File: src/rtl/dd_pkg.sv
// Shared widths, types and FSM encoding for the weight-RAM sweep reader.
package dd_pkg;

  localparam int DATA_W  = 10;
  localparam int ADDR_W  = 7;
  localparam int N_WORDS = 65;
  // Full signed product plus enough headroom for N_WORDS additions.
  localparam int ACC_W   = 2 * DATA_W + $clog2(N_WORDS);
  localparam int PROD_W  = 2 * DATA_W;

  typedef logic signed [DATA_W-1:0] weight_t;
  typedef logic signed [PROD_W-1:0] prod_t;
  typedef logic signed [ACC_W-1:0]  acc_t;

  typedef enum logic [1:0] {
    IDLE  = 2'd0,
    FETCH = 2'd1,
    DRAIN = 2'd2,
    DONE  = 2'd3
  } state_t;

endpackage

File: src/rtl/mac_unit.sv
// Signed multiply-accumulate with synchronous clear; sum_next exposes the
// accumulator value including the product currently on the inputs.
module mac_unit
  import dd_pkg::*;
(
  input  logic    clk,
  input  logic    srst,
  input  logic    clear,
  input  logic    en,
  input  weight_t a,
  input  weight_t b,
  output acc_t    sum_next
);

  prod_t prod;
  acc_t  acc_reg;

  // Widen before multiplying so the full signed product is kept.
  assign prod     = prod_t'(a) * prod_t'(b);
  assign sum_next = acc_reg + acc_t'(prod);

  always_ff @(posedge clk) begin
    if (srst || clear) begin
      acc_reg <= '0;
    end else if (en) begin
      acc_reg <= sum_next;
    end
  end

endmodule

File: src/rtl/weight_sweep_reader.sv
// Sweeps the weight RAM and feature buffer once per start and emits the signed
// dot product. Define WEIGHT_SWEEP_RELU_EN to clamp negative results to zero.
module weight_sweep_reader
  import dd_pkg::*;
(
  input  logic              Clock,
  input  logic              Rst,
  input  logic              start,
  output logic [ADDR_W-1:0] ramAddr,
  output logic              ramRe,
  input  weight_t           ramData,
  output logic [ADDR_W-1:0] featAddr,
  input  weight_t           featData,
  output logic              busy,
  output logic              done,
  output acc_t              result
);

  localparam logic [ADDR_W-1:0] PENULT_ADDR = ADDR_W'(N_WORDS - 2);

  state_t            state_reg;
  logic [ADDR_W-1:0] addr_reg;
  logic              re_reg;
  logic              valid_reg;
  logic              busy_reg;
  logic              done_reg;
  acc_t              result_reg;
  acc_t              sum_next;
  logic              sweep_go;

  function automatic acc_t finalize(acc_t s);
`ifdef WEIGHT_SWEEP_RELU_EN
    return s[ACC_W-1] ? '0 : s;
`else
    return s;
`endif
  endfunction

  assign sweep_go = (state_reg == IDLE) && start;

  mac_unit u_mac (
    .clk      (Clock),
    .srst     (Rst),
    .clear    (sweep_go),
    .en       (valid_reg),
    .a        (ramData),
    .b        (featData),
    .sum_next (sum_next)
  );

  // FETCH issues addresses 0..N-2, DRAIN issues the last one, DONE waits for
  // its data and folds it straight into the registered result.
  always_ff @(posedge Clock) begin
    if (Rst) begin
      state_reg  <= IDLE;
      addr_reg   <= '0;
      re_reg     <= 1'b0;
      valid_reg  <= 1'b0;
      busy_reg   <= 1'b0;
      done_reg   <= 1'b0;
      result_reg <= '0;
    end else begin
      done_reg  <= 1'b0;
      valid_reg <= re_reg;
      case (state_reg)
        IDLE: begin
          if (start) begin
            state_reg <= FETCH;
            addr_reg  <= '0;
            re_reg    <= 1'b1;
            busy_reg  <= 1'b1;
          end
        end
        FETCH: begin
          addr_reg <= addr_reg + ADDR_W'(1);
          if (addr_reg == PENULT_ADDR) begin
            state_reg <= DRAIN;
          end
        end
        DRAIN: begin
          re_reg    <= 1'b0;
          state_reg <= DONE;
        end
        DONE: begin
          result_reg <= finalize(sum_next);
          done_reg   <= 1'b1;
          busy_reg   <= 1'b0;
          state_reg  <= IDLE;
        end
        default: state_reg <= IDLE;
      endcase
    end
  end

  assign ramAddr  = addr_reg;
  assign featAddr = addr_reg;
  assign ramRe    = re_reg;
  assign busy     = busy_reg;
  assign done     = done_reg;
  assign result   = result_reg;

endmodule

File: config.mk
export PLATFORM = sky130hd
export DESIGN_NAME = weight_sweep_reader
export DESIGN_NICKNAME = d
export VERILOG_FILES = /design/src/rtl/dd_pkg.sv /design/src/rtl/mac_unit.sv /design/src/rtl/weight_sweep_reader.sv
export SDC_FILE = /design/constraint.sdc
export NUM_CORES = 1
export LEC_CHECK = 0
export ABC_AREA = 0
export CAP_MARGIN = 20
export CORE_MARGIN = 3
export CORE_UTILIZATION = 41
export DETAILED_ROUTE_END_ITERATION = 6
export PLACE_DENSITY = 0.63
export SLEW_MARGIN = 10
export SYNTH_ARGS = -nofsm -noshare
export SYNTH_HDL_FRONTEND = slang
export SYNTH_SLANG_ARGS = --single-unit
File: constraint.sdc
create_clock -name Clock -period 6.9 [get_ports Clock]
set_input_delay 0.69 -clock Clock [delete_from_list [all_inputs] [get_ports Clock]]
set_output_delay 0.69 -clock Clock [all_outputs]
set_load 0.01 [all_outputs]
==> metrics.csv <==
stage,metric,value,unit
detailed_routing,WL met1,9000,um
global_routing,via count of the first global-routing pass,6239,
clock_network,H-Tree Depth,3,
setup_path,CP max FO,10,
setup_path,max incr delay on CP,0.68,ns
sta,Worst-Margin Slew,0.554,ns
synth,Area contributors post-synth,"fa_1 (32%), dfxtp_1 (16%), ha_1 (11%), inv_1 (8.9%), nand2_1 (4.1%)",
global_routing,grt ovf,0,
clock_network,Clock Pin Slew Worst Setup and Hold Paths,0.05,ns
floorplan,die area,22100,um2
synth,Post-Syn Area,8340,um2
synth,cell taking the most area after synthesis,fa_1,
synth,top-area cell type share of the netlist area,0.319,
detailed_routing,DR vias/cell,4.92,
clock_network,# Post-CTS Setup Buffers,0,
setup_path,critical path class,in -> reg,
min_path,min-delay worst type,reg -> reg,
global_routing,total track usage,0.181,
finish,# nets final,1219,
floorplan,Die Wd,149,um
setup_path,CP Data Required Time,7.09,ns
setup_path,WP buf/inv,6,
detailed_routing,DRT Wirelength,19000,um
sta,final setup fails,0,
synth,Syn Inst Count,942,
finish,synthesis-to-layout area growth,14.2,%
setup_path,Crit. End Element,register,
clock_network,clock buffer count from CTS,9,
synth,Avg Inst Size Synth,8.85,um2
synth,Post-Synthesis Net Count,1172,
setup_path,Top delay family on crit path,adder cells,
synth,"Seq/Total Area, Yosys",0.161,
setup_path,"Slowest-stage cell, CP",fa_1,
clock_network,# hold bufs at CTS,0,
finish,antenna fix cells,0,
sta,Tcrit/Tclk final,0.929,
floorplan,I/O Pins,67,
floorplan,num rows,51,
synth,most frequent cell after synthesis,inv_1,
sta,TNS Setup,0,ns
synth,most frequently used flop master after synthesis,dfxtp_1,
synth,"flops & latches, synth",67,
placed_design,placed wire-length estimate,15700,um
floorplan,CORE AREA,19700,um2
setup_path,CP startpoint kind,primary input,
synth,top post-synthesis cells by count,"inv_1 (198), fa_1 (133), nand2_1 (92), ha_1 (74), dfxtp_1 (67)",
global_routing,first-pass GRT wire length,32300,um
placed_design,PortBufs,66,
synth,"FFs w/ async S/R, synth",0,
sta,minimum clock period,6.41,ns
finish,proportion of layout cells with a drive suffix above 1,0.0412,
floorplan,Chip Height,149,um
detailed_routing,Initial DRT Pass Iterations,5,
sta,RSZ-0062 raised after global routing,false,
detailed_routing,DRC Markers,0,
setup_path,crit-path cells,clkdlybuf4s50_1 > nand2_1 > fa_1 > inv_1 > fa_1 > inv_1 > fa_1 > inv_1 > fa_1 > inv_1 > fa_1 > inv_1 > ha_1 > a21oi_1 > o21ai_0 > or3b_2 > o21ai_0 > xor2_1 > a211oi_1,
clock_network,clk root buf,clkbuf_16,
detailed_routing,highest routed metal layer,met4,
setup_path,Critical Path AT,6.60,ns
detailed_routing,drt initial violations,322,
clock_network,CTS tree,done,
detailed_routing,DRT antenna net count,0,
detailed_routing,DR WL/cell,15.1,um
synth,yosys synthesis warning count,0,
sta,Fin. Hold Viols,0,
detailed_routing,WL met2,9140,um
sta,fmax,156,MHz
sta,clk_skew,0.00955,ns
job,maxcap violations,0,
clock_network,clk sink count,67,
clock_network,post-CTS sizing,0,
clock_network,Worst-Skew Late Latency,0.33,ns
synth,Synth cell types,56,
synth,"EDFF count, synth",0,
global_routing,largest net degree at the start of global routing,43,
detailed_routing,DR vias,6188,
clock_network,Clock Tree Buf Depth,2,
sta,max-slew violation count,0,
sta,Max transition margin,0.629,
placed_design,Final GP Congestion,0.856,
detailed_routing,met3 routed WL,648,um
status,status,completed,
global_routing,initial antenna violation count,0,
floorplan,Starting Density,0.423,
layout by cell type, fill, tap and decap left out, types with 4 or more instances in the layout:
cell type	n
o22ai_1	9
nand2_1	92
mux2i_1	23
clkbuf_16	9
nor3_1	8
nor2b_1	10
a21o_1	9
a21oi_1	38
a211oi_1	9
xor2_1	12
nand3_1	15
clkdlybuf4s50_1	66
and2_1	44
dfxtp_1	67
xnor2_1	17
nand2b_1	9
or3_1	4
o21bai_1	5
nor2_1	53
nand4_1	7
fa_1	133
ha_1	74
o21ai_0	22
inv_1	198
buf_4	15
tightest hold or removal path, delay by kind of cell (launching register included):
family,cells,cell delay [ns]
simple gates,1,0.05
compound gates,1,0.06
flops,1,0.30
metrics by stage:
stage                     setup WS, ns  hold slack, ns  cells  utilization  instance area, um2
final                            0.492           0.465   1259        0.483                9520
after global routing            0.0335           0.484   1259        0.483                9520
after CTS                        0.490           0.472   1259        0.483                9520
after detailed placement         0.177           0.461   1243        0.469                9240
after global placement           0.350           0.457   1243        0.469                9240
after floorplan                  0.955           0.445    942            -                8340
worst paths after layout:
check	slack, ns	start	cells past startpoint	endpoint
setup / recovery	0.49	ramData[9]	19	result[21]$_SDFFE_PP0P_
hold reg to reg	0.47	result[11]$_SDFFE_PP0P_	2	result[11]$_SDFFE_PP0P_
hold / removal	0.47	result[11]$_SDFFE_PP0P_	2	result[11]$_SDFFE_PP0P_
setup reg to reg	2.31	u_mac.acc_reg[9]$_SDFFE_PP0P_	14	result[24]$_SDFFE_PP0P_
metal layers:
metal | GRT usage | vias to the layer above
met4 | 0.0337 | 0
met3 | 0.0222 | 13
met1 | 0.261 | 3034
met5 | 0 | -
li1 | - | 3020
met2 | 0.298 | 121
cell type report:
class	instances	area [um2]
Multi-Input combinational cell	632	6050
Inverter	198	743
Timing Repair Buffer	81	773
Sequential cell	67	1340
Fill cell	1949	10200
Tap cell	265	332
Clock buffer	12	256
Clock inverter	4	25.0
logic make-up (layout without fill, tap and decap cells):
family,count (synthesis),in the layout,synth area share
xor gates and xnor gates,29,29,0.0305
DFF,67,67,0.161
AOI/OAI and AO/OA,119,119,0.0914
muxes,24,24,0.0290
buffers and inverters,243,295,0.114
adders and majority gates,207,207,0.430
and+or+nand+nor,253,253,0.144
Power is left out: the tool's default activity adds up to more than one toggle a clock period on the data nets, which glitch-free logic cannot reach.
==> RTL change, RTL diff (config.mk and constraints unchanged) <==
Add a define of `WEIGHT_SWEEP_RELU_EN`.
--- a/src/rtl/weight_sweep_reader.sv
+++ b/src/rtl/weight_sweep_reader.sv
@@ -2,2 +2,4 @@
 // dot product. Define WEIGHT_SWEEP_RELU_EN to clamp negative results to zero.
+`define WEIGHT_SWEEP_RELU_EN
+
 module weight_sweep_reader
Check against the original RTL: same outputs for any inputs over 10 cycles, from zero or initial values and one cycle with Rst high; that may be too few to reach the edited logic, so the function may still have changed.
==> RTL change against the original RTL <==
Design area rose by 0.24%. Area after synthesis fell by 0.41%. Non-clock buffer count rose by 4. Wire length fell by 6.4%. Worst setup slack improved by 0.072 ns. Sequential cell count fell by 1. Largest cell class unchanged.
Power is not shown: default switching activity piles up to over one toggle a cycle in this logic, so the estimate is an artifact.
==> RTL change: results (changes against the original RTL) <==
.. list-table::
   :header-rows: 1

   * - Metric
     - Value
   * - Outcome
     - complete, no violations (unchanged)
   * - Sequential element share of the synthesized area
     - 15.91% (was 16.08%)
   * - Post-placement cell count
     - 1241 (was 1243)
   * - Post-route non-filler standard cell count
     - 1257 (was 1259)
   * - Placed wire-length estimate
     - 15000 um (was 15740 um)
   * - Worst path setup slack after routing
     - 0.5636 ns (was 0.4919 ns)
   * - Final weighted congestion of routability-driven global placement
     - 0.8855 (was 0.8555)
   * - Setup skew after layout
     - 0.01034 ns (was 0.009545 ns)
   * - Largest incremental delay on the critical path
     - 0.62 ns (was 0.68 ns)
   * - Wire length of the first global-routing pass
     - 32000 um (was 32320 um)
   * - Highest fanout seen on the critical path
     - 14 (was 10)
   * - Asr flop ratio synth
     - 0% (unchanged)
   * - Via count of the first global-routing pass
     - 6555 (was 6239)
   * - TritonCTS buffer count
     - 9 (unchanged)
   * - Number of antenna violations at the first check in global routing
     - 0 (unchanged)
   * - Xor/xnor share of the synthesized area
     - 3.028% (was 3.046%)
   * - Cell family with most CP delay
     - adder cells (unchanged)
   * - Area post-placement
     - 9223 um2 (was 9239 um2)
   * - H-Tree Level Count
     - 3 (unchanged)
   * - Total wirelength of the detailed-routed design
     - 17740 um (was 18960 um)
   * - Post-synthesis compound-gate area fraction
     - 9.280% (was 9.137%)
   * - Commonest cells in the netlist
     - 203 x inv_1, 133 x fa_1, 90 x nand2_1 (was 198 x inv_1, 133 x fa_1, 92 x nand2_1)
   * - Number of design-rule violations left by the first detailed-router iteration
     - 243 (was 322)
   * - Routed via count
     - 6049 (was 6188)
   * - Number of different library cells in the post-synthesis netlist
     - 64 (was 56)
   * - Library cell contributing the largest single delay on the critical path
     - clkdlybuf4s50_1 (was fa_1)
   * - Number of remaining DRC errors
     - 0 (unchanged)
   * - Post-placement worst setup slack
     - 0.09254 ns (was 0.1772 ns)
   * - Headroom to the max-slew limit
     - 50.62% (was 62.93%)
   * - Share of cell area taken by muxes after synthesis
     - 2.666% (was 2.896%)
   * - Pin count of the biggest net entering global routing
     - 40 (was 43)
   * - Post-cts gate resize count
     - 0 (unchanged)
   * - Share of post-route cells with drive strength above 1
     - 5.746% (was 4.125%)
   * - Adder and majority gate portion of the synthesized area
     - 43.21% (was 43.03%)
   * - Largest family of logic cells by synthesized area
     - adder cells (unchanged)
   * - Arrival time at the worst endpoint
     - 6.56 ns (was 6.60 ns)
   * - Setup violation total in the final timing report
     - 0 (unchanged)
   * - Synthesized area divided by synthesized cell count
     - 8.902 um2 (was 8.853 um2)
   * - Post-synth EDFFs
     - 0 (unchanged)
   * - Detailed-routing iteration count for the pre-antenna-repair pass
     - 4 (was 5)
   * - Total track usage
     - 17.59% (was 18.14%)
   * - Total of buffers placed on input and output ports
     - 65 (was 66)
   * - Final-layout fill cell count
     - 1957 (was 1949)
   * - Post-CTS setup repair buffer count
     - 0 (unchanged)
   * - Top cells by area in the synthesized netlist
     - fa_1 32%, dfxtp_1 16%, ha_1 11% (unchanged)
## RTL change: path summary, 6_finish.rpt
check             cells past startpoint         end        startpoint  slack [ns]
hold / removal                        2  result[11]        result[11]        0.47
setup / recovery                     22  result[16]       featData[2]        0.56
setup reg to reg                     15  result[25]  u_mac.acc_reg[9]        2.30
hold reg to reg                       2  result[11]        result[11]        0.47
## RTL change: cells by family (layout without fill, tap and decap cells)
group | Yosys count | in the layout
flops | 66 | 66
simple gates | 245 | 245
mux | 22 | 22
xor+xnor | 27 | 27
fa+ha+maj | 207 | 207
other cells | 1 | 1
buf+inv | 247 | 306
compound gates | 118 | 118
## RTL change: per-stage QoR
stage / hold slack [ns] / util, %
4_1_cts: 0.4684 / 48.54
3_3_place_gp: 0.4500 / 46.93
2_1_floorplan: 0.4603 / -
3_5_place_dp: 0.4543 / 46.93
5_1_grt: 0.4925 / 48.55
6_report: 0.4661 / 48.55
## RTL change: area by class of cell
cell class,count,area share (%)
clock inverters,1,0.3147
flip-flops and latches,66,13.85
well taps,265,3.474
inverters,205,8.063
multi-input cells,620,62.87
clock buffers,15,3.016
repair buffers,85,8.417
## RTL change: tightest hold or removal path: stages (launching register included)
cell	delay (ns)
dfxtp_1	0.31
nand2_1	0.06
a21oi_1	0.05
## RTL change: per-layer routing
metal | routed length, um | vias up | track usage [%]
met1 | 8948 | 2953 | 26.01
met3 | 705 | 6 | 3.047
met2 | 7950 | 99 | 27.70
li1 | - | 2991 | -
met5 | 0 | - | 0
met4 | 133 | 0 | 2.864
